$ cat src/rtl/axis_wb_resp_parser_pkg.sv
// Shared definitions for the axis_wb_master response-stream parser:
// response type codes, status error bit positions and the parser state encoding.
package axis_wb_resp_parser_pkg;

    localparam logic [7:0] READ_RESP_CODE  = 8'hA3;
    localparam logic [7:0] WRITE_RESP_CODE = 8'hA4;

    localparam int unsigned ERR_BAD_TYPE = 0;
    localparam int unsigned ERR_SHORT    = 1;
    localparam int unsigned ERR_LONG     = 2;
    localparam int unsigned ERR_TUSER    = 3;

    typedef enum logic [2:0] {
        ST_TYPE,
        ST_COUNT,
        ST_ADDR,
        ST_DATA,
        ST_DROP,
        ST_STATUS
    } state_t;

    function automatic logic is_known_type(
        input logic [7:0] t,
        input logic [7:0] rd_code,
        input logic [7:0] wr_code
    );
        return (t == rd_code) || (t == wr_code);
    endfunction

endpackage

$ cat src/rtl/axis_byte_packer.sv
// Packs a byte stream into DATA_WIDTH words, first byte in lane 0, with a single
// registered output stage carrying tkeep/tlast.
module axis_byte_packer #(
    parameter int DATA_WIDTH = 32,
    parameter int KEEP_WIDTH = DATA_WIDTH / 8
) (
    input  logic                  clk,
    input  logic                  rst,
    input  logic [7:0]            in_data,
    input  logic                  in_valid,
    input  logic                  in_last,
    output logic                  in_ready,
    output logic [DATA_WIDTH-1:0] out_data,
    output logic [KEEP_WIDTH-1:0] out_keep,
    output logic                  out_valid,
    output logic                  out_last,
    input  logic                  out_ready
);

    localparam int LANE_W = (KEEP_WIDTH > 1) ? $clog2(KEEP_WIDTH) : 1;

    logic [DATA_WIDTH-1:0] acc_data;
    logic [KEEP_WIDTH-1:0] acc_keep;
    logic [LANE_W-1:0]     lane;
    logic [DATA_WIDTH-1:0] next_data;
    logic [KEEP_WIDTH-1:0] next_keep;
    logic                  lane_full;

    // A new byte may only arrive when a completed word can move into the output register.
    assign in_ready  = !out_valid || out_ready;
    assign lane_full = (lane == LANE_W'(KEEP_WIDTH - 1));

    always_comb begin
        next_data = acc_data;
        next_keep = acc_keep;
        for (int unsigned i = 0; i < KEEP_WIDTH; i++) begin
            if (lane == LANE_W'(i)) begin
                next_data[8*i +: 8] = in_data;
                next_keep[i]        = 1'b1;
            end
        end
    end

    always_ff @(posedge clk) begin
        if (rst) begin
            acc_data  <= '0;
            acc_keep  <= '0;
            lane      <= '0;
            out_data  <= '0;
            out_keep  <= '0;
            out_valid <= 1'b0;
            out_last  <= 1'b0;
        end else begin
            if (out_valid && out_ready) begin
                out_valid <= 1'b0;
                out_last  <= 1'b0;
            end
            if (in_valid) begin
                if (lane_full || in_last) begin
                    out_data  <= next_data;
                    out_keep  <= next_keep;
                    out_valid <= 1'b1;
                    out_last  <= in_last;
                    acc_data  <= '0;
                    acc_keep  <= '0;
                    lane      <= '0;
                end else begin
                    acc_data <= next_data;
                    acc_keep <= next_keep;
                    lane     <= lane + 1'b1;
                end
            end
        end
    end

endmodule

$ cat src/rtl/axis_wb_resp_parser.sv
// Parses axis_wb_master READ_RESP/WRITE_RESP byte frames into a status record
// plus packed read-data words, flagging bad type, short, long and tuser frames.
module axis_wb_resp_parser
    import axis_wb_resp_parser_pkg::*;
#(
    parameter int         COUNT_SIZE      = 16,
    parameter int         WB_DATA_WIDTH   = 32,
    parameter int         WB_ADDR_WIDTH   = 32,
    parameter int         WB_SELECT_WIDTH = WB_DATA_WIDTH / 8,
    parameter logic [7:0] READ_RESP       = READ_RESP_CODE,
    parameter logic [7:0] WRITE_RESP      = WRITE_RESP_CODE
) (
    input  logic                       clk,
    input  logic                       rst,
    input  logic [7:0]                 input_axis_tdata,
    input  logic                       input_axis_tvalid,
    output logic                       input_axis_tready,
    input  logic                       input_axis_tlast,
    input  logic                       input_axis_tuser,
    output logic [WB_DATA_WIDTH-1:0]   output_axis_tdata,
    output logic [WB_SELECT_WIDTH-1:0] output_axis_tkeep,
    output logic                       output_axis_tvalid,
    input  logic                       output_axis_tready,
    output logic                       output_axis_tlast,
    output logic                       status_valid,
    input  logic                       status_ready,
    output logic [7:0]                 status_type,
    output logic [COUNT_SIZE-1:0]      status_count,
    output logic [WB_ADDR_WIDTH-1:0]   status_addr,
    output logic [3:0]                 status_error,
    output logic                       busy
);

    localparam int unsigned COUNT_BYTES = COUNT_SIZE / 8;
    localparam int unsigned ADDR_BYTES  = WB_ADDR_WIDTH / 8;

    state_t                state;
    logic [7:0]            hdr_cnt;
    logic [COUNT_SIZE-1:0] remaining;
    logic                  accept;
    logic                  pk_in_valid;
    logic                  pk_in_last;
    logic                  pk_in_ready;
    logic                  last_payload;

    always_comb begin
        input_axis_tready = 1'b0;
        case (state)
            ST_TYPE, ST_COUNT, ST_ADDR, ST_DROP: input_axis_tready = 1'b1;
            ST_DATA:                             input_axis_tready = pk_in_ready;
            default:                             input_axis_tready = 1'b0;
        endcase
    end

    assign accept       = input_axis_tvalid && input_axis_tready;
    assign last_payload = (remaining == COUNT_SIZE'(1));
    assign pk_in_valid  = accept && (state == ST_DATA);
    // Either end of payload (long frames included) or an early tlast closes the word.
    assign pk_in_last   = input_axis_tlast || last_payload;
    assign busy         = (state != ST_TYPE);

    always_ff @(posedge clk) begin
        if (rst) begin
            state        <= ST_TYPE;
            hdr_cnt      <= '0;
            remaining    <= '0;
            status_valid <= 1'b0;
            status_type  <= '0;
            status_count <= '0;
            status_addr  <= '0;
            status_error <= '0;
        end else begin
            case (state)
                ST_TYPE: begin
                    if (accept) begin
                        status_type  <= input_axis_tdata;
                        status_count <= '0;
                        status_addr  <= '0;
                        status_error <= '0;
                        hdr_cnt      <= '0;
                        if (!is_known_type(input_axis_tdata, READ_RESP, WRITE_RESP)) begin
                            status_error[ERR_BAD_TYPE] <= 1'b1;
                            if (input_axis_tlast) begin
                                status_error[ERR_TUSER] <= input_axis_tuser;
                                state                   <= ST_STATUS;
                            end else begin
                                state <= ST_DROP;
                            end
                        end else if (input_axis_tlast) begin
                            status_error[ERR_SHORT] <= 1'b1;
                            status_error[ERR_TUSER] <= input_axis_tuser;
                            state                   <= ST_STATUS;
                        end else begin
                            state <= ST_COUNT;
                        end
                    end
                end
                ST_COUNT: begin
                    if (accept) begin
                        status_count <= (status_count << 8) | COUNT_SIZE'(input_axis_tdata);
                        if (input_axis_tlast) begin
                            status_error[ERR_SHORT] <= 1'b1;
                            status_error[ERR_TUSER] <= input_axis_tuser;
                            state                   <= ST_STATUS;
                        end else if (hdr_cnt == 8'(COUNT_BYTES - 1)) begin
                            hdr_cnt <= '0;
                            state   <= ST_ADDR;
                        end else begin
                            hdr_cnt <= hdr_cnt + 8'd1;
                        end
                    end
                end
                ST_ADDR: begin
                    if (accept) begin
                        status_addr <= (status_addr << 8) | WB_ADDR_WIDTH'(input_axis_tdata);
                        if (hdr_cnt == 8'(ADDR_BYTES - 1)) begin
                            if (status_type == READ_RESP && status_count != '0) begin
                                remaining <= status_count;
                                if (input_axis_tlast) begin
                                    status_error[ERR_SHORT] <= 1'b1;
                                    status_error[ERR_TUSER] <= input_axis_tuser;
                                    state                   <= ST_STATUS;
                                end else begin
                                    state <= ST_DATA;
                                end
                            end else if (input_axis_tlast) begin
                                status_error[ERR_TUSER] <= input_axis_tuser;
                                state                   <= ST_STATUS;
                            end else begin
                                status_error[ERR_LONG] <= 1'b1;
                                state                  <= ST_DROP;
                            end
                        end else begin
                            hdr_cnt <= hdr_cnt + 8'd1;
                            if (input_axis_tlast) begin
                                status_error[ERR_SHORT] <= 1'b1;
                                status_error[ERR_TUSER] <= input_axis_tuser;
                                state                   <= ST_STATUS;
                            end
                        end
                    end
                end
                ST_DATA: begin
                    if (accept) begin
                        remaining <= remaining - COUNT_SIZE'(1);
                        if (last_payload) begin
                            if (input_axis_tlast) begin
                                status_error[ERR_TUSER] <= input_axis_tuser;
                                state                   <= ST_STATUS;
                            end else begin
                                status_error[ERR_LONG] <= 1'b1;
                                state                  <= ST_DROP;
                            end
                        end else if (input_axis_tlast) begin
                            status_error[ERR_SHORT] <= 1'b1;
                            status_error[ERR_TUSER] <= input_axis_tuser;
                            state                   <= ST_STATUS;
                        end
                    end
                end
                ST_DROP: begin
                    if (accept && input_axis_tlast) begin
                        status_error[ERR_TUSER] <= input_axis_tuser;
                        state                   <= ST_STATUS;
                    end
                end
                ST_STATUS: begin
                    // Hold the record back until the frame's final word has left the packer.
                    if (status_valid && status_ready) begin
                        status_valid <= 1'b0;
                        state        <= ST_TYPE;
                    end else if (!status_valid && !output_axis_tvalid) begin
                        status_valid <= 1'b1;
                    end
                end
                default: state <= ST_TYPE;
            endcase
        end
    end

    axis_byte_packer #(
        .DATA_WIDTH(WB_DATA_WIDTH),
        .KEEP_WIDTH(WB_SELECT_WIDTH)
    ) u_packer (
        .clk      (clk),
        .rst      (rst),
        .in_data  (input_axis_tdata),
        .in_valid (pk_in_valid),
        .in_last  (pk_in_last),
        .in_ready (pk_in_ready),
        .out_data (output_axis_tdata),
        .out_keep (output_axis_tkeep),
        .out_valid(output_axis_tvalid),
        .out_last (output_axis_tlast),
        .out_ready(output_axis_tready)
    );

endmodule
$ cat config.mk
export PLATFORM = sky130hd
export DESIGN_NAME = axis_wb_resp_parser
export DESIGN_NICKNAME = d
export VERILOG_FILES = /design/src/rtl/axis_wb_resp_parser_pkg.sv /design/src/rtl/axis_byte_packer.sv /design/src/rtl/axis_wb_resp_parser.sv
export SDC_FILE = /design/constraint.sdc
export NUM_CORES = 1
export LEC_CHECK = 0
export BUFFER_PORTS_ARGS = -buffer_cell sky130_fd_sc_hd__buf_2
export CELL_PAD_IN_SITES_DETAIL_PLACEMENT = 1
export CELL_PAD_IN_SITES_GLOBAL_PLACEMENT = 1
export CORE_MARGIN = 10
export CORE_UTILIZATION = 43
export DETAILED_ROUTE_END_ITERATION = 7
export MAX_ROUTING_LAYER = met4
export PLACE_DENSITY = 0.79
export SLEW_MARGIN = 20
export SYNTH_ARGS = -nofsm -noshare
export SYNTH_HDL_FRONTEND = slang
export SYNTH_SLANG_ARGS = --single-unit
$ cat constraint.sdc
create_clock -name clk -period 2.3 [get_ports clk]
set_clock_uncertainty 0.2 [all_clocks]
set_input_delay 0.69 -clock clk [delete_from_list [all_inputs] [get_ports clk]]
set_output_delay 0.69 -clock clk [all_outputs]
set_load 0.005 [all_outputs]
[Yosys cells after proc, flatten, opt, wreduce, memory -nomap -nowiden]
Cells that the tools add are included.
Word-level totals
  flip-flop bits (word level): 164
  logic and storage cells: 166
Operators by class
  $add $sub $neg: 3
  eq/ne operators: 29
  multiplexer cells: 77
  bitwise operators: 2
  reductions and logical operators: 37
Operators with widths (number)
  16-bit two-way mux: 6
  32-bit two-way mux: 3
  8-bit two-way mux: 10
  16-bit case mux with 2 select lines: 2
  32-bit case mux with 2 select lines: 1
  3-bit two-way mux: 17
  32-bit by 8-bit bitwise OR with 32-bit output: 1
  1-bit two-way mux: 29
  2-bit != test (second input constant): 13
  8-bit == test (second input constant): 3
  8-bit case mux with 3 select lines: 1
  7-bit AND reduction: 3
  3-bit case mux with 6 select lines: 1
  16-bit by 1-bit == test with 1-bit output (second input constant): 1
  16-bit by 8-bit bitwise OR with 16-bit output: 1
  16-bit nonzero test: 1
  16-bit by 1-bit subtractor with 16-bit output (second input constant): 1
  6-bit AND reduction: 2
  3-bit nonzero test: 3
  8-bit by 1-bit adder with 8-bit output (second input constant): 1
  8-bit by 1-bit == test with 1-bit output (second input constant): 1
  8-bit by 2-bit == test with 1-bit output (second input constant): 1
  4-bit two-way mux: 2
  2-bit nonzero test: 4
  other kinds (23): 40

[Longest topological paths before layout]
Gate-level depths: netlist (run 1).
  depth in word-level cells: 7
  mapped depth: 9

[Modules after synthesis]
A second synthesis (run 1) with hierarchy kept.
Second synthesis, totals
  cells, all modules: 800
  area total of the unflattened synthesis: 7175.6 um2
Modules (own cells, without submodules)
  axis_wb_resp_parser: times used 1, cells each 499, area an instance 4187.8 um2, seq. area each 1761.7 um2
  axis_byte_packer: times used 1, cells each 301, area an instance 2987.9 um2, seq. area each 1521.5 um2

[Least setup slack after synthesis (run 1)]
No wires, ideal clock.
  path kind: input -> register
  from: input input_axis_tdata[6]
  to: register status_error[1]
  arrival: 1.947 ns
  required time: 2.042 ns
  setup slack: 0.095 ns
  cell stages on the path: 5
  path through: or4b_1 a211oi_1 nand4_1 a21boi_1 o221a_2
Between the ends
  word-level cells in the longest chain between the ends: 5
RTL lines
  start: declaration: RTL line axis_wb_resp_parser.sv:15  | input logic [7:0] input_axis_tdata,
  8-bit == test: RTL line axis_wb_resp_parser_pkg.sv:27  | return (t == rd_code) || (t == wr_code);
  1-bit logical OR (*): RTL line axis_wb_resp_parser_pkg.sv:27
  1-bit two-way mux (*): RTL line axis_wb_resp_parser.sv:81  | if (!is_known_type(input_axis_tdata, READ_RESP, WRITE_RESP)) begin
  4-bit two-way mux (*): RTL line axis_wb_resp_parser.sv:75  | if (accept) begin
  1-bit case mux with 4 select lines (*): RTL line axis_wb_resp_parser.sv:73  | case (state)
  end signal: indexed assignment: RTL line axis_wb_resp_parser.sv:84  | status_error[ERR_TUSER] <= input_axis_tuser;
  end signal: indexed assignment: RTL line axis_wb_resp_parser.sv:91  | status_error[ERR_TUSER] <= input_axis_tuser;
  end signal: indexed assignment: RTL line axis_wb_resp_parser.sv:103  | status_error[ERR_TUSER] <= input_axis_tuser;
  end: declaration: RTL line axis_wb_resp_parser.sv:30  | output logic [3:0] status_error,
Every way passes the cells marked *; elsewhere a longest branch is shown, timed or not. The select of a mux whose other input is x is not followed.
A chain may end at the register's enable or synchronous reset.

[Worst setup path in the final report (run 1)]
  from: register remaining[1]
  to: register u_packer.acc_data[16]
Between the ends
  word-level cells in the longest chain between the ends: 4
RTL lines
  start: declaration: RTL line axis_wb_resp_parser.sv:39  | logic [COUNT_SIZE-1:0] remaining;
  start signal: assignment: RTL line axis_wb_resp_parser.sv:118  | remaining <= status_count;
  start signal: assignment: RTL line axis_wb_resp_parser.sv:145  | remaining <= remaining - COUNT_SIZE'(1);
  16-bit by 1-bit == test with 1-bit output: RTL line axis_wb_resp_parser.sv:56  | assign last_payload = (remaining == COUNT_SIZE'(1));
  1-bit logical OR: RTL line axis_wb_resp_parser.sv:59  | assign pk_in_last = input_axis_tlast || last_payload;
  1-bit logical OR: RTL line axis_byte_packer.sv:59  | if (lane_full || in_last) begin
  32-bit two-way mux: RTL line axis_byte_packer.sv:59
  end signal: assignment: RTL line axis_byte_packer.sv:68  | acc_data <= next_data;
  end: declaration: RTL line axis_byte_packer.sv:22  | logic [DATA_WIDTH-1:0] acc_data;
No other way between the ends.

==> impl_metrics.xml, run 1 <==
<?xml version="1.0" encoding="UTF-8"?>
<metrics>
  <group name="timing">
    <metric name="setup_viol" unit="">0</metric>
    <metric name="timing_worst_slew_pin_value" unit="ns">0.618</metric>
    <metric name="hold_vio_cnt_final" unit="">0</metric>
    <metric name="min_period" unit="ns">2.27</metric>
    <metric name="worst_setup_slack_after_layout" unit="ns">0.0277</metric>
    <metric name="final_max_slew_viol_count" unit="">0</metric>
    <metric name="timing.max_slew.rel_slack" unit="%">58.8</metric>
    <metric name="min_period_over_period" unit="%">98.8</metric>
    <metric name="clock.fmax" unit="MHz">440</metric>
    <metric name="unrepaired_setup_endpoints_after_global_routing" unit="">yes</metric>
  </group>
  <group name="worst_setup_path">
    <metric name="setup.worst_path.class" unit="">reg2reg</metric>
    <metric name="reg2regPathDepth" unit="">8</metric>
    <metric name="cp_top_family" unit="">simple AND/OR/NAND/NOR gates</metric>
    <metric name="slowest_delay" unit="ns">0.39</metric>
    <metric name="worst-path-max-fanout" unit="">16</metric>
    <metric name="critical_path_required" unit="ns">2.46</metric>
    <metric name="timing.critical_path.cells" unit="">inv_1, ha_1, nor4b_2, and4_1, o31a_4, or2_4, buf_12, nor2_1</metric>
    <metric name="timing.reg2reg.setup_slack" unit="ns">0.03</metric>
    <metric name="startpoint_class_of_the_critical_path" unit="">flip-flop</metric>
    <metric name="critical_path_buf_inv_count" unit="">2</metric>
    <metric name="critical_path_depth" unit="">8</metric>
    <metric name="critical_path.reg2reg.endpoint" unit="">u_packer.acc_data[16]</metric>
    <metric name="critical_path.endpoint_type" unit="">flip-flop</metric>
    <metric name="critPathSlowestCell" unit="">sky130_fd_sc_hd__o31a_4</metric>
    <metric name="crit-reg2reg-launch" unit="">remaining[1]</metric>
    <metric name="arrival" unit="ns">2.43</metric>
  </group>
  <group name="placement">
    <metric name="routabilityCongestion" unit="">0.889</metric>
    <metric name="buffer_ports.inserted" unit="">115</metric>
    <metric name="postPlaceCellArea" unit="µm²">8900</metric>
    <metric name="dp.final_hpwl" unit="mm">17.0</metric>
    <metric name="post-place-ws" unit="ns">-0.162</metric>
  </group>
  <group name="routing">
    <metric name="vias_per_cell" unit="">5.72</metric>
    <metric name="remaining_drc_errors" unit="">0</metric>
    <metric name="dr_total_vias" unit="">7222</metric>
    <metric name="mean_routed_wirelength_per_cell" unit="µm">20.7</metric>
    <metric name="dr.first_iter.drc_count" unit="">461</metric>
    <metric name="totalWireLength" unit="mm">26.1</metric>
    <metric name="detailedRoute.firstPassIterationCount" unit="">5</metric>
    <metric name="final_antenna_net_count" unit="">0</metric>
  </group>
  <group name="finish">
    <metric name="post-route-cell-area" unit="µm²">9710</metric>
    <metric name="layout-area-overhead-vs-synth" unit="%">29.7</metric>
    <metric name="final_common_cell" unit="">sky130_fd_sc_hd__dfxtp_1</metric>
    <metric name="most_frequent_cells_in_the_layout" unit="">sky130_fd_sc_hd__dfxtp_1 (159), sky130_fd_sc_hd__buf_2 (114), sky130_fd_sc_hd__nor2_1 (113)</metric>
    <metric name="antennaDiodeCount" unit="">0</metric>
    <metric name="finish.net_count" unit="">1048</metric>
    <metric name="post_route_cells_drive_above_1_share" unit="%">30.7</metric>
  </group>
  <group name="global_route">
    <metric name="grt_max_degree" unit="">36</metric>
    <metric name="via_count_of_the_first_global_routing_pass" unit="">7409</metric>
    <metric name="grt_pass1_wl" unit="mm">40.5</metric>
    <metric name="globalRoute.totalOverflow" unit="">0</metric>
    <metric name="groute.usage.overall" unit="%">21.7</metric>
    <metric name="number_of_antenna_violations_at_the_first_check_in_global_routing" unit="">0</metric>
  </group>
  <group name="cts">
    <metric name="cts-hold-fix-buffers" unit="">0</metric>
    <metric name="cts_sinks" unit="">164</metric>
    <metric name="h-tree-depth" unit="">4</metric>
    <metric name="root_driver" unit="">sky130_fd_sc_hd__clkbuf_16</metric>
    <metric name="numCtsBuffers" unit="">17</metric>
    <metric name="tritoncts_clock_tree" unit="">yes</metric>
    <metric name="clkTransAtPathRegs" unit="ns">0.07</metric>
    <metric name="cts_buffer_depth" unit="">2</metric>
    <metric name="clock_latency" unit="ns">0.43</metric>
  </group>
  <group name="floorplanning">
    <metric name="floorplan_die_width" unit="µm">152</metric>
    <metric name="std_cell_rows" unit="">48</metric>
    <metric name="die_y" unit="µm">152</metric>
    <metric name="floorplan.io_pins" unit="">116</metric>
    <metric name="placeableCoreArea" unit="µm²">17200</metric>
    <metric name="start_util" unit="%">43.6</metric>
    <metric name="die-area" unit="µm²">23100</metric>
  </group>
  <group name="synthesis">
    <metric name="postSynthAreaPerCell" unit="µm²">8.82</metric>
    <metric name="yosys.area.top_type_share" unit="%">43.8</metric>
    <metric name="synthesis.nets" unit="">872</metric>
    <metric name="synth_enable_flop_cells" unit="">0</metric>
    <metric name="total_standard_cell_area_after_synthesis" unit="µm²">7490</metric>
    <metric name="netlist_top_cells_area" unit="">sky130_fd_sc_hd__dfxtp_1 (44%), sky130_fd_sc_hd__mux2i_1 (8.4%), sky130_fd_sc_hd__nor2_1 (5.9%)</metric>
    <metric name="synth_cell_types" unit="">67</metric>
    <metric name="ys_warn_count" unit="">0</metric>
    <metric name="synth_cells" unit="">849</metric>
    <metric name="dominantRegCellSynth" unit="">sky130_fd_sc_hd__dfxtp_1</metric>
    <metric name="ys_seq_area_share" unit="%">43.8</metric>
    <metric name="async_s_r_ff_share_synth" unit="%">0</metric>
    <metric name="ys_seq_elements" unit="">164</metric>
    <metric name="synth_top_cell_by_area" unit="">sky130_fd_sc_hd__dfxtp_1</metric>
  </group>
  <group name="worst_hold_path">
    <metric name="whs_path_depth" unit="">2</metric>
    <metric name="timing.hold.worst.class" unit="">reg2reg</metric>
    <metric name="min_from" unit="">status_addr[28]</metric>
    <metric name="whs_endpoint" unit="">status_addr[28]</metric>
  </group>
  <group name="status">
    <metric name="outcome" unit="">completed</metric>
  </group>
  <group name="power">
    <metric name="ir_worst_vdd" unit="V">0.000591</metric>
    <metric name="totalPowerFinal" unit="mW">7.11</metric>
    <metric name="power_density" unit="nW/µm²">732</metric>
    <metric name="power.leakage" unit="nW">4.07</metric>
  </group>
  <group name="run">
    <metric name="maxCapViolCount" unit="">0</metric>
  </group>
</metrics>
==> synthesized netlist by cell type (all sizes together), types with 5 or more instances <==
cell type    n
nor2b        5
nor4        14
a211oi      44
nor2       117
o31ai       10
nor3        12
mux2i       63
inv         16
xor2         6
o311ai       5
and3         9
and2         9
nand3       46
nand2       80
nand4        7
dfxtp      164
a22oi       17
buf         23
ha           8
a21oi       68
clkbuf      46
or3          7
o21ai       15
==> routing by layer <==
metal  routed length [µm]  GRT usage (%)
met5                    0              -
met4                  456           5.87
met3                 1240           4.06
met2                13200           36.9
met1                11200           25.6
==> metrics by stage <==
step | hold WS (ns) | util, % | setup TNS (ns) | std cells
2_1_floorplan | 0.229 | - | 0 | 849
3_3_place_gp | 0.239 | 51.8 | -4.78 | 1222
3_5_place_dp | 0.245 | 51.8 | -7.36 | 1222
4_1_cts | 0.259 | 55.8 | 0 | 1257
5_1_grt | 0.271 | 56.5 | -0.183 | 1263
6_report | 0.254 | 56.5 | 0 | 1263
==> final cells by class <==
class	count	area [µm²]
clock buffers	17	425
clock inverters	15	208
fillers	2045	7460
inverters	16	60.1
multi-input cells	600	3920
flip-flops and latches	164	3290
well taps	225	282
repair buffers	226	1520
==> sequential cells by signal (all words and copies together), names as in the netlist <==
register            count
status_addr            32
u_packer.acc_data      32
u_packer.out_data      32
remaining              16
status_count           16
hdr_cnt                 8
status_type             8
status_error            4
u_packer.acc_keep       4
u_packer.out_keep       4
state                   3
u_packer.lane           2
status_valid            1
u_packer.out_last       1
u_packer.out_valid      1
==> kinds of logic (layout without fill, tap and decap cells) <==
group | count (synthesis) | in the layout | synth area share, %
and+or+nand+nor | 330 | 330 | 21.0
adders and majority gates | 8 | 8 | 1.34
muxes | 63 | 63 | 8.42
buffers and inverters | 85 | 274 | 4.88
DFF | 164 | 164 | 43.8
xor gates and xnor gates | 8 | 8 | 0.935
AOI/OAI and AO/OA | 191 | 191 | 19.6
==> where the power goes <==
part           total, mW  switching (mW)  internal, mW  leakage, nW
logic               1.02           0.611         0.409         2.43
clock network       3.12            1.36          1.77        0.311
registers           2.96          0.0663          2.90         1.33
==> repair_timing <==
action / 4_1_cts / 5_1_grt
gates resized for setup: 10 / 21
buffers inserted: 3 / 6
cloned: 0 / 1
pin swaps: 0 / 5
setup endpoints to repair: 29 / 47
==> worst reg2reg max path: stages, from the launching register on <==
cell and delay [ns]:
sky130_fd_sc_hd__dfxtp_2 0.36, sky130_fd_sc_hd__inv_1 0.09, sky130_fd_sc_hd__ha_1 0.19, sky130_fd_sc_hd__nor4b_2 0.17, sky130_fd_sc_hd__and4_1 0.22, sky130_fd_sc_hd__o31a_4 0.39, sky130_fd_sc_hd__or2_4 0.28, sky130_fd_sc_hd__buf_12 0.16
sky130_fd_sc_hd__nor2_1 0.15
==> worst max path at each step <==
stage | from | endpoint | slack, ns
floorplan | input_axis_tdata[6] | status_error[1] | 0.09
global placement | input_axis_tvalid | u_packer.out_keep[3] | -0.15
detailed placement | input_axis_tvalid | u_packer.out_keep[3] | -0.16
CTS | state[2] | busy | 0.002
global route | remaining[1] | u_packer.acc_data[12] | -0.04
finish | remaining[1] | u_packer.acc_data[16] | 0.03
Power figures use the tool's default switching activity.
==> run 2, diff against run 1 <==
--- a/config.mk
+++ b/config.mk
@@ -16,4 +16,5 @@
 export SLEW_MARGIN = 20
 export SYNTH_ARGS = -nofsm -noshare
 export SYNTH_HDL_FRONTEND = slang
+export SYNTH_HIERARCHICAL = 1
 export SYNTH_SLANG_ARGS = --single-unit
==> run 2 against run 1 <==
  * The run now ends with negative setup slack left
  * Non-clock buffer count increased by 31
  * Sequential share of layout area decreased by 2.2 points
  * Global-route usage increased by 6.1 points
  * Synthesized cell count decreased by 5.8%
  * Sequential power about the same
  * Maximum frequency decreased by 17%
  * Combinational power decreased by 7%
  * Critical path type unchanged
  * Critical endpoint is now u_packer/out_data[6]
  * Largest cell class unchanged
  * Largest power group unchanged
==> impl_metrics.xml, run 2 <==
<?xml version="1.0" encoding="UTF-8"?>
<metrics>
  <group name="power">
    <metric name="intPower" unit="mW">4.91</metric>
    <metric name="ir_worst_vdd" unit="V">0.000560</metric>
    <metric name="power_density" unit="nW/µm²">665</metric>
    <metric name="power.leakage" unit="nW">4.16</metric>
    <metric name="power.share.clock" unit="%">43.7</metric>
    <metric name="power_switching_share" unit="%">28.8</metric>
    <metric name="p_switching" unit="mW">1.98</metric>
    <metric name="totalPowerFinal" unit="mW">6.89</metric>
    <metric name="share_seq_of_total_power" unit="%">42.5</metric>
    <metric name="comb_power_share" unit="%">13.8</metric>
  </group>
  <group name="timing">
    <metric name="timing_worst_slew_pin_value" unit="ns">0.758</metric>
    <metric name="clock.fmax" unit="MHz">364</metric>
    <metric name="timing.max_slew.rel_slack" unit="%">49.5</metric>
    <metric name="setup_viol" unit="">85</metric>
    <metric name="unrepaired_setup_endpoints_after_global_routing" unit="">yes</metric>
    <metric name="worst_setup_slack_after_layout" unit="ns">-0.444</metric>
    <metric name="hold_vio_cnt_final" unit="">0</metric>
    <metric name="min_period" unit="ns">2.74</metric>
    <metric name="min_period_over_period" unit="%">119</metric>
    <metric name="final_max_slew_viol_count" unit="">0</metric>
  </group>
  <group name="synthesis">
    <metric name="postSynthAreaPerCell" unit="µm²">8.97</metric>
    <metric name="synthTopCellsByCount" unit="">sky130_fd_sc_hd__dfxtp_1 (164), sky130_fd_sc_hd__nor2_1 (142), sky130_fd_sc_hd__a22oi_1 (73)</metric>
    <metric name="post-synth-top-count-cell" unit="">sky130_fd_sc_hd__dfxtp_1</metric>
    <metric name="total_standard_cell_area_after_synthesis" unit="µm²">7180</metric>
    <metric name="synth_cells" unit="">800</metric>
    <metric name="synthesis.nets" unit="">823</metric>
    <metric name="netlist_top_cells_area" unit="">sky130_fd_sc_hd__dfxtp_1 (46%), sky130_fd_sc_hd__a22oi_1 (7.6%), sky130_fd_sc_hd__nor2_1 (7.4%)</metric>
    <metric name="synth_enable_flop_cells" unit="">0</metric>
    <metric name="ys_warn_count" unit="">6</metric>
    <metric name="async_s_r_ff_share_synth" unit="%">0</metric>
    <metric name="synth_top_cell_by_area" unit="">sky130_fd_sc_hd__dfxtp_1</metric>
    <metric name="yosys.area.top_type_share" unit="%">45.8</metric>
    <metric name="synth_cell_types" unit="">64</metric>
    <metric name="ys_seq_area_share" unit="%">45.8</metric>
    <metric name="ys_seq_elements" unit="">164</metric>
    <metric name="dominantRegCellSynth" unit="">sky130_fd_sc_hd__dfxtp_1</metric>
  </group>
  <group name="floorplanning">
    <metric name="std_cell_rows" unit="">47</metric>
    <metric name="placeableCoreArea" unit="µm²">16500</metric>
    <metric name="start_util" unit="%">43.6</metric>
    <metric name="die_y" unit="µm">149</metric>
    <metric name="die-area" unit="µm²">22300</metric>
    <metric name="floorplan.io_pins" unit="">116</metric>
    <metric name="floorplan_die_width" unit="µm">149</metric>
  </group>
  <group name="placement">
    <metric name="post-place-ws" unit="ns">-0.807</metric>
    <metric name="buffer_ports.inserted" unit="">115</metric>
    <metric name="routabilityCongestion" unit="">0.914</metric>
    <metric name="dp.final_hpwl" unit="mm">18.1</metric>
    <metric name="number_of_placed_cells_counting_well_taps" unit="">1174</metric>
  </group>
  <group name="run">
    <metric name="maxCapViolCount" unit="">0</metric>
  </group>
  <group name="finish">
    <metric name="top_regs" unit="">status_addr x32, u_packer/acc_data x32, u_packer/out_data x32</metric>
    <metric name="post_route_cells_drive_above_1_share" unit="%">40.3</metric>
    <metric name="layoutNonFillerInstCount" unit="">1249</metric>
    <metric name="fillers" unit="">1825</metric>
    <metric name="final_common_cell" unit="">sky130_fd_sc_hd__dfxtp_1</metric>
    <metric name="layout-area-overhead-vs-synth" unit="%">44.4</metric>
    <metric name="most_frequent_cells_in_the_layout" unit="">sky130_fd_sc_hd__dfxtp_1 (160), sky130_fd_sc_hd__nor2_1 (121), sky130_fd_sc_hd__buf_2 (113)</metric>
    <metric name="finish.net_count" unit="">1038</metric>
  </group>
  <group name="cts">
    <metric name="h-tree-depth" unit="">4</metric>
    <metric name="clkTransAtPathRegs" unit="ns">0.07</metric>
    <metric name="cts_sinks" unit="">164</metric>
    <metric name="root_driver" unit="">sky130_fd_sc_hd__clkbuf_16</metric>
    <metric name="clock_latency" unit="ns">0.44</metric>
    <metric name="numCtsBuffers" unit="">17</metric>
    <metric name="cts_buffer_depth" unit="">2</metric>
    <metric name="tritoncts_clock_tree" unit="">yes</metric>
    <metric name="cts-hold-fix-buffers" unit="">0</metric>
  </group>
  <group name="global_route">
    <metric name="groute.usage.overall" unit="%">27.7</metric>
    <metric name="globalRoute.totalOverflow" unit="">0</metric>
    <metric name="grt_pass1_wl" unit="mm">47.4</metric>
    <metric name="via_count_of_the_first_global_routing_pass" unit="">8257</metric>
    <metric name="number_of_antenna_violations_at_the_first_check_in_global_routing" unit="">1</metric>
    <metric name="grt_max_degree" unit="">52</metric>
  </group>
  <group name="worst_setup_path">
    <metric name="setup.worst_path.class" unit="">reg2reg</metric>
    <metric name="startpoint_class_of_the_critical_path" unit="">flip-flop</metric>
    <metric name="arrival" unit="ns">2.87</metric>
    <metric name="worst-path-max-fanout" unit="">5</metric>
    <metric name="critical_path.endpoint_type" unit="">flip-flop</metric>
    <metric name="slowest_delay" unit="ns">0.56</metric>
    <metric name="critPathSlowestCell" unit="">sky130_fd_sc_hd__or4_4</metric>
    <metric name="critical_path_required" unit="ns">2.43</metric>
    <metric name="critical_path_buf_inv_count" unit="">2</metric>
    <metric name="timing.critical_path.cells" unit="">or4_4, nor4b_4, and2_4, or2_4, o21a_4, buf_6, buf_12, nor2_4, a211oi_2</metric>
    <metric name="cp_top_family" unit="">simple AND/OR/NAND/NOR gates</metric>
  </group>
  <group name="routing">
    <metric name="totalWireLength" unit="mm">36.1</metric>
    <metric name="vias_per_cell" unit="">6.55</metric>
    <metric name="remaining_drc_errors" unit="">0</metric>
    <metric name="dr.first_iter.drc_count" unit="">719</metric>
    <metric name="final_antenna_net_count" unit="">0</metric>
    <metric name="dr_total_vias" unit="">8176</metric>
    <metric name="detailedRoute.firstPassIterationCount" unit="">5</metric>
    <metric name="mean_routed_wirelength_per_cell" unit="µm">28.9</metric>
  </group>
  <group name="status">
    <metric name="outcome" unit="">finished with violations</metric>
    <metric name="violations" unit="">negative setup slack</metric>
  </group>
  <group name="worst_hold_path">
    <metric name="timing.hold.worst.class" unit="">reg2reg</metric>
  </group>
</metrics>
## run 2: cell count changes after synthesis, moves of 11 or more
| cell | previous run | this run |
|---|---|---|
| sky130_fd_sc_hd__a211oi_1 | 11 | 38 |
| sky130_fd_sc_hd__a211oi_2 | 33 | 0 |
| sky130_fd_sc_hd__nand2_1 | 80 | 37 |
| sky130_fd_sc_hd__mux2i_1 | 63 | 33 |
| sky130_fd_sc_hd__nor2_1 | 117 | 142 |
| sky130_fd_sc_hd__a21oi_1 | 68 | 41 |
| sky130_fd_sc_hd__nor3_1 | 12 | 23 |
| sky130_fd_sc_hd__a22oi_1 | 17 | 73 |
| sky130_fd_sc_hd__clkbuf_1 | 46 | 32 |
| sky130_fd_sc_hd__nand3_1 | 46 | 18 |
## run 2: worst min-delay path: stages (launching register included)
cell                       delay (ns)
sky130_fd_sc_hd__dfxtp_1         0.32
sky130_fd_sc_hd__o311ai_1        0.07
sky130_fd_sc_hd__o31ai_1         0.06
## run 2: worst paths after layout
path / start / cells after the start / slack (ns) / end
setup / recovery: remaining[6] / 9 / -0.44 / u_packer/out_data[6]
hold / removal: remaining[9] / 2 / 0.30 / remaining[9]
setup reg to reg: remaining[6] / 9 / -0.44 / u_packer/out_data[6]
hold reg to reg: remaining[9] / 2 / 0.30 / remaining[9]
## run 2: through the flow
| step | util [%] | setup TNS [ns] | instance area (µm²) | hold WS [ns] |
|---|---|---|---|---|
| floorplan | - | -13.02 | 7230 | 0.234 |
| global placement | 52.5 | -34.66 | 8650 | 0.244 |
| detailed placement | 52.5 | -44.74 | 8650 | 0.249 |
| CTS | 60.2 | -12.95 | 9910 | 0.266 |
| global route | 62.9 | -31.98 | 10400 | 0.318 |
| finish | 62.9 | -26.61 | 10400 | 0.297 |
## run 2: what timing repair did
item                                    in CTS  in global routing
resized for setup                           75                 76
endpoints found under the setup margin      77                 99
setup buffers                               17                 16
cloned                                       6                  6
pin swaps                                   37                 35
## run 2: layout make-up
| type | count | area, µm² | area share [%] |
|---|---|---|---|
| Tap cell | 220 | 275 | 2.66 |
| Clock buffer | 19 | 453 | 4.37 |
| Sequential cell | 164 | 3290 | 31.7 |
| Antenna cell | 1 | 2.50 | 0.0242 |
| Multi-Input combinational cell | 565 | 4140 | 40.0 |
| Clock inverter | 13 | 145 | 1.40 |
| Timing Repair Buffer | 257 | 2010 | 19.4 |
| Inverter | 10 | 41.3 | 0.399 |
## run 2: kinds of logic (layout without fill, tap and decap cells)
logic type               Yosys count  count (layout)  share of synthesized area [%]
AO/OA/AOI/OAI                    227             227                           23.2
flip-flops                       164             164                           45.8
XOR/XNOR                           7               7                          0.854
multiplexers                      33              33                           4.60
adder cells (fa/ha/maj)            8               8                           1.39
AND/OR/NAND/NOR                  289             290                           19.5
other                              0               1                              0
buffers and inverters             72             299                           4.67
## run 2: layer usage
| layer | track usage, % | routed length [µm] |
|---|---|---|
| met2 | 47.7 | 17800 |
| met5 | - | 0 |
| met3 | 5.34 | 2450 |
| met4 | 14.0 | 2590 |
| met1 | 30.0 | 13200 |
## run 2: power groups by stage
stage	Sequential, mW	Clock (mW)	Combinational, mW
after floorplan	2.98	0	0.384
after global placement	2.98	0	0.738
after detailed placement	2.98	0	0.762
after CTS	2.92	2.94	0.830
after global routing	2.93	3.12	0.995
final	2.93	3.01	0.951
==> run 3, diff against run 2 <==
--- a/config.mk
+++ b/config.mk
@@ -5,14 +5,15 @@
 export SDC_FILE = /design/constraint.sdc
 export NUM_CORES = 1
 export LEC_CHECK = 0
+export ABC_AREA = 1
 export BUFFER_PORTS_ARGS = -buffer_cell sky130_fd_sc_hd__buf_2
 export CELL_PAD_IN_SITES_DETAIL_PLACEMENT = 1
 export CELL_PAD_IN_SITES_GLOBAL_PLACEMENT = 1
 export CORE_MARGIN = 10
-export CORE_UTILIZATION = 43
+export CORE_UTILIZATION = 40
 export DETAILED_ROUTE_END_ITERATION = 7
 export MAX_ROUTING_LAYER = met4
-export PLACE_DENSITY = 0.79
+export PLACE_DENSITY = 0.78
 export SLEW_MARGIN = 20
 export SYNTH_ARGS = -nofsm -noshare
 export SYNTH_HDL_FRONTEND = slang
==> run 3 against run 2 <==
  * The run now ends clean
  * Hold slack lost 0.065 ns
  * Count of clock-buffer cells in the layout shrank 2
  * Largest power group is now sequential cells
  * Utilization shrank 13 points
  * Clock power shrank 5%
  * Global-route usage shrank 6.8 points
  * Via count shrank 8.2%
  * Sequential power grew 5%
  * Routed wire length shrank 30%
  * Die area grew 10%
  * Worst setup slack gained 0.50 ns
  * Design area shrank 12%
==> impl_metrics.xml, run 3 <==
<?xml version="1.0" encoding="UTF-8"?>
<metrics>
  <group name="timing">
    <metric name="timing_worst_slew_pin_value" unit="ns">0.594</metric>
    <metric name="clock.fmax" unit="MHz">445</metric>
    <metric name="unrepaired_setup_endpoints_after_global_routing" unit="">no</metric>
    <metric name="min_period_over_period" unit="%">97.7</metric>
    <metric name="timing.max_slew.rel_slack" unit="%">60.4</metric>
    <metric name="final_max_slew_viol_count" unit="">0</metric>
    <metric name="hold_vio_cnt_final" unit="">0</metric>
    <metric name="min_period" unit="ns">2.25</metric>
    <metric name="setup_viol" unit="">0</metric>
  </group>
  <group name="finish">
    <metric name="final-seq-area" unit="µm²">3290</metric>
    <metric name="fin_util" unit="%">50.4</metric>
    <metric name="post_route_cells_drive_above_1_share" unit="%">19.7</metric>
    <metric name="most_frequent_cells_in_the_layout" unit="">sky130_fd_sc_hd__nand2_1 (400), sky130_fd_sc_hd__dfxtp_1 (161), sky130_fd_sc_hd__a21oi_1 (132)</metric>
    <metric name="multi_input_area" unit="µm²">3600</metric>
    <metric name="finish.net_count" unit="">1241</metric>
    <metric name="top_regs" unit="">status_addr x32, u_packer/acc_data x32, u_packer/out_data x32</metric>
    <metric name="post-route-cell-area" unit="µm²">9140</metric>
    <metric name="final_common_cell" unit="">sky130_fd_sc_hd__nand2_1</metric>
    <metric name="fillers" unit="">2392</metric>
    <metric name="layout-area-overhead-vs-synth" unit="%">22.4</metric>
  </group>
  <group name="placement">
    <metric name="postPlaceCellArea" unit="µm²">8520</metric>
    <metric name="routabilityCongestion" unit="">0.880</metric>
    <metric name="buffer_ports.inserted" unit="">115</metric>
    <metric name="dp.final_hpwl" unit="mm">18.0</metric>
  </group>
  <group name="worst_setup_path">
    <metric name="crit-reg2reg-launch" unit="">remaining[1]</metric>
    <metric name="worst-path-max-fanout" unit="">6</metric>
    <metric name="timing.critical_path.to" unit="">input_axis_tready</metric>
    <metric name="startpoint_class_of_the_critical_path" unit="">flip-flop</metric>
    <metric name="reg2regPathDepth" unit="">13</metric>
    <metric name="critical_path_required" unit="ns">1.41</metric>
    <metric name="setup.worst_path.class" unit="">reg2out</metric>
    <metric name="timing.reg2reg.setup_slack" unit="ns">0.12</metric>
    <metric name="critical_path.startpoint" unit="">state[1]</metric>
    <metric name="arrival" unit="ns">1.36</metric>
    <metric name="critical_path.endpoint_type" unit="">primary output</metric>
    <metric name="critical_path.reg2reg.endpoint" unit="">u_packer/out_data[8]</metric>
  </group>
  <group name="global_route">
    <metric name="globalRoute.totalOverflow" unit="">0</metric>
    <metric name="number_of_antenna_violations_at_the_first_check_in_global_routing" unit="">1</metric>
    <metric name="grt_max_degree" unit="">61</metric>
    <metric name="via_count_of_the_first_global_routing_pass" unit="">7656</metric>
    <metric name="groute.usage.overall" unit="%">21.0</metric>
    <metric name="grt_pass1_wl" unit="mm">40.3</metric>
  </group>
  <group name="power">
    <metric name="p_switching" unit="mW">2.40</metric>
    <metric name="intPower" unit="mW">5.01</metric>
    <metric name="share_seq_of_total_power" unit="%">41.7</metric>
    <metric name="comb_power_share" unit="%">19.6</metric>
    <metric name="power.share.clock" unit="%">38.7</metric>
    <metric name="power.leakage" unit="nW">4.05</metric>
    <metric name="power_switching_share" unit="%">32.4</metric>
    <metric name="ir_worst_vdd" unit="V">0.000570</metric>
    <metric name="power_density" unit="nW/µm²">811</metric>
  </group>
  <group name="routing">
    <metric name="dr_total_vias" unit="">7508</metric>
    <metric name="dr.first_iter.drc_count" unit="">480</metric>
    <metric name="mean_routed_wirelength_per_cell" unit="µm">17.2</metric>
    <metric name="vias_per_cell" unit="">5.14</metric>
    <metric name="detailedRoute.firstPassIterationCount" unit="">5</metric>
    <metric name="totalWireLength" unit="mm">25.1</metric>
    <metric name="final_antenna_net_count" unit="">0</metric>
    <metric name="remaining_drc_errors" unit="">0</metric>
  </group>
  <group name="floorplanning">
    <metric name="die_y" unit="µm">157</metric>
    <metric name="placeableCoreArea" unit="µm²">18100</metric>
    <metric name="floorplan.io_pins" unit="">116</metric>
    <metric name="start_util" unit="%">41.1</metric>
    <metric name="die-area" unit="µm²">24500</metric>
    <metric name="std_cell_rows" unit="">49</metric>
    <metric name="floorplan_die_width" unit="µm">157</metric>
  </group>
  <group name="synthesis">
    <metric name="ys_warn_count" unit="">6</metric>
    <metric name="ys_seq_elements" unit="">164</metric>
    <metric name="synth_enable_flop_cells" unit="">0</metric>
    <metric name="total_standard_cell_area_after_synthesis" unit="µm²">7470</metric>
    <metric name="post-synth-top-count-cell" unit="">sky130_fd_sc_hd__nand2_1</metric>
    <metric name="synth_top_cell_by_area" unit="">sky130_fd_sc_hd__dfxtp_1</metric>
    <metric name="yosys.area.top_type_share" unit="%">44.0</metric>
    <metric name="async_s_r_ff_share_synth" unit="%">0</metric>
    <metric name="synthTopCellsByCount" unit="">sky130_fd_sc_hd__nand2_1 (401), sky130_fd_sc_hd__dfxtp_1 (164), sky130_fd_sc_hd__a21oi_1 (132)</metric>
    <metric name="netlist_top_cells_area" unit="">sky130_fd_sc_hd__dfxtp_1 (44%), sky130_fd_sc_hd__nand2_1 (20%), sky130_fd_sc_hd__a21oi_1 (8.8%)</metric>
    <metric name="dominantRegCellSynth" unit="">sky130_fd_sc_hd__dfxtp_1</metric>
    <metric name="synth_cells" unit="">1083</metric>
    <metric name="synthesis.nets" unit="">1106</metric>
    <metric name="postSynthAreaPerCell" unit="µm²">6.89</metric>
    <metric name="synth_cell_types" unit="">35</metric>
    <metric name="ys_seq_area_share" unit="%">44.0</metric>
  </group>
  <group name="cts">
    <metric name="h-tree-depth" unit="">4</metric>
    <metric name="root_driver" unit="">sky130_fd_sc_hd__clkbuf_16</metric>
    <metric name="cts_buffer_depth" unit="">2</metric>
    <metric name="cts-hold-fix-buffers" unit="">0</metric>
    <metric name="tritoncts_clock_tree" unit="">yes</metric>
    <metric name="numCtsBuffers" unit="">17</metric>
    <metric name="clock_latency" unit="ns">0.43</metric>
    <metric name="clkTransAtPathRegs" unit="ns">0.07</metric>
    <metric name="postCtsSetupRepairBufs" unit="">0</metric>
    <metric name="cts_sinks" unit="">164</metric>
  </group>
  <group name="status">
    <metric name="outcome" unit="">completed</metric>
  </group>
  <group name="worst_hold_path">
    <metric name="timing.hold.worst.class" unit="">reg2reg</metric>
  </group>
  <group name="run">
    <metric name="maxCapViolCount" unit="">0</metric>
  </group>
</metrics>
## run 3: changes by cell type after synthesis, moves of 11 or more
cell	before	now
sky130_fd_sc_hd__a211oi_1	38	0
sky130_fd_sc_hd__a21oi_1	41	132
sky130_fd_sc_hd__a22oi_1	73	0
sky130_fd_sc_hd__and2_1	18	0
sky130_fd_sc_hd__buf_2	19	8
sky130_fd_sc_hd__inv_1	9	66
sky130_fd_sc_hd__mux2i_1	33	3
sky130_fd_sc_hd__nand2_1	37	401
sky130_fd_sc_hd__nand3_1	18	33
sky130_fd_sc_hd__nor2_1	142	107
sky130_fd_sc_hd__nor3_1	23	4
sky130_fd_sc_hd__o21ai_0	7	49
sky130_fd_sc_hd__o31ai_1	14	0
## run 3: timing repair
item / in CTS / in global routing
pin swaps: 0 / 1
gates cloned: 0 / 0
gates resized for setup: 4 / 8
endpoints found under the setup margin: 16 / 36
## run 3: how the worst min path moves through the flow
stage / startpoint / depth (start not counted) / end
2_1_floorplan: u_packer/acc_data[24] / 2 / u_packer/acc_data[24]
3_3_place_gp: u_packer/acc_data[30] / 2 / u_packer/acc_data[30]
3_5_place_dp: u_packer/acc_data[29] / 2 / u_packer/acc_data[29]
4_1_cts: u_packer/acc_data[29] / 2 / u_packer/acc_data[29]
5_1_grt: u_packer/acc_data[31] / 2 / u_packer/acc_data[31]
6_report: u_packer/acc_data[24] / 2 / u_packer/acc_data[24]
## run 3: cell families after synthesis
logic type | Yosys count | synth area share [%]
flip-flops | 164 | 44.0
AND/OR/NAND/NOR | 578 | 31.5
adder cells (fa/ha/maj) | 8 | 1.34
multiplexers | 3 | 0.402
buffers and inverters | 125 | 8.04
AO/OA/AOI/OAI | 194 | 13.5
XOR/XNOR | 11 | 1.29
## run 3: stage by stage
stage,TNS (ns),setup WS (ns),total power [mW],instances,hold WS [ns]
CTS,0,0.00282,7.47,1460,0.234
global placement,-5.44,-0.106,4.55,1428,0.217
detailed placement,-13.12,-0.230,4.58,1428,0.223
finish,0,0.0525,7.42,1461,0.232
global route,0,0.00517,7.78,1461,0.253
floorplan,0,0.0211,4.01,1083,0.210
## run 3: per-layer routing
metal | vias to the layer above | routed length, µm | GRT usage, %
met5 | - | 0 | -
met4 | 0 | 388 | 6.65
met3 | 30 | 1070 | 4.14
met2 | 156 | 12000 | 33.6
met1 | 3623 | 11700 | 26.1
li1 | 3699 | - | -
## run 3: cell type report
| class | instances | area share (%) |
|---|---|---|
| inverters | 75 | 3.22 |
| diodes | 1 | 0.0274 |
| clock buffers | 17 | 4.65 |
| multi-input cells | 794 | 39.4 |
| flip-flops and latches | 164 | 36.0 |
| repair buffers | 166 | 11.7 |
| well taps | 229 | 3.13 |
| clock inverters | 15 | 1.79 |
## run 3: power by group through the flow
| stage | clock network [mW] | logic [mW] | registers [mW] |
|---|---|---|---|
| global route | 3.05 | 1.62 | 3.11 |
| detailed placement | 0 | 1.43 | 3.15 |
| floorplan | 0 | 0.907 | 3.11 |
| finish | 2.87 | 1.45 | 3.09 |
| CTS | 2.92 | 1.46 | 3.09 |
| global placement | 0 | 1.40 | 3.15 |
## run 3: critical path, stage by stage (launching register included)
cell and delay, ns:
sky130_fd_sc_hd__dfxtp_4 0.37, sky130_fd_sc_hd__inv_4 0.11, sky130_fd_sc_hd__nand2_4 0.08, sky130_fd_sc_hd__nand2_2 0.11
sky130_fd_sc_hd__nand2_4 0.08, sky130_fd_sc_hd__inv_4 0.06, sky130_fd_sc_hd__buf_2 0.11
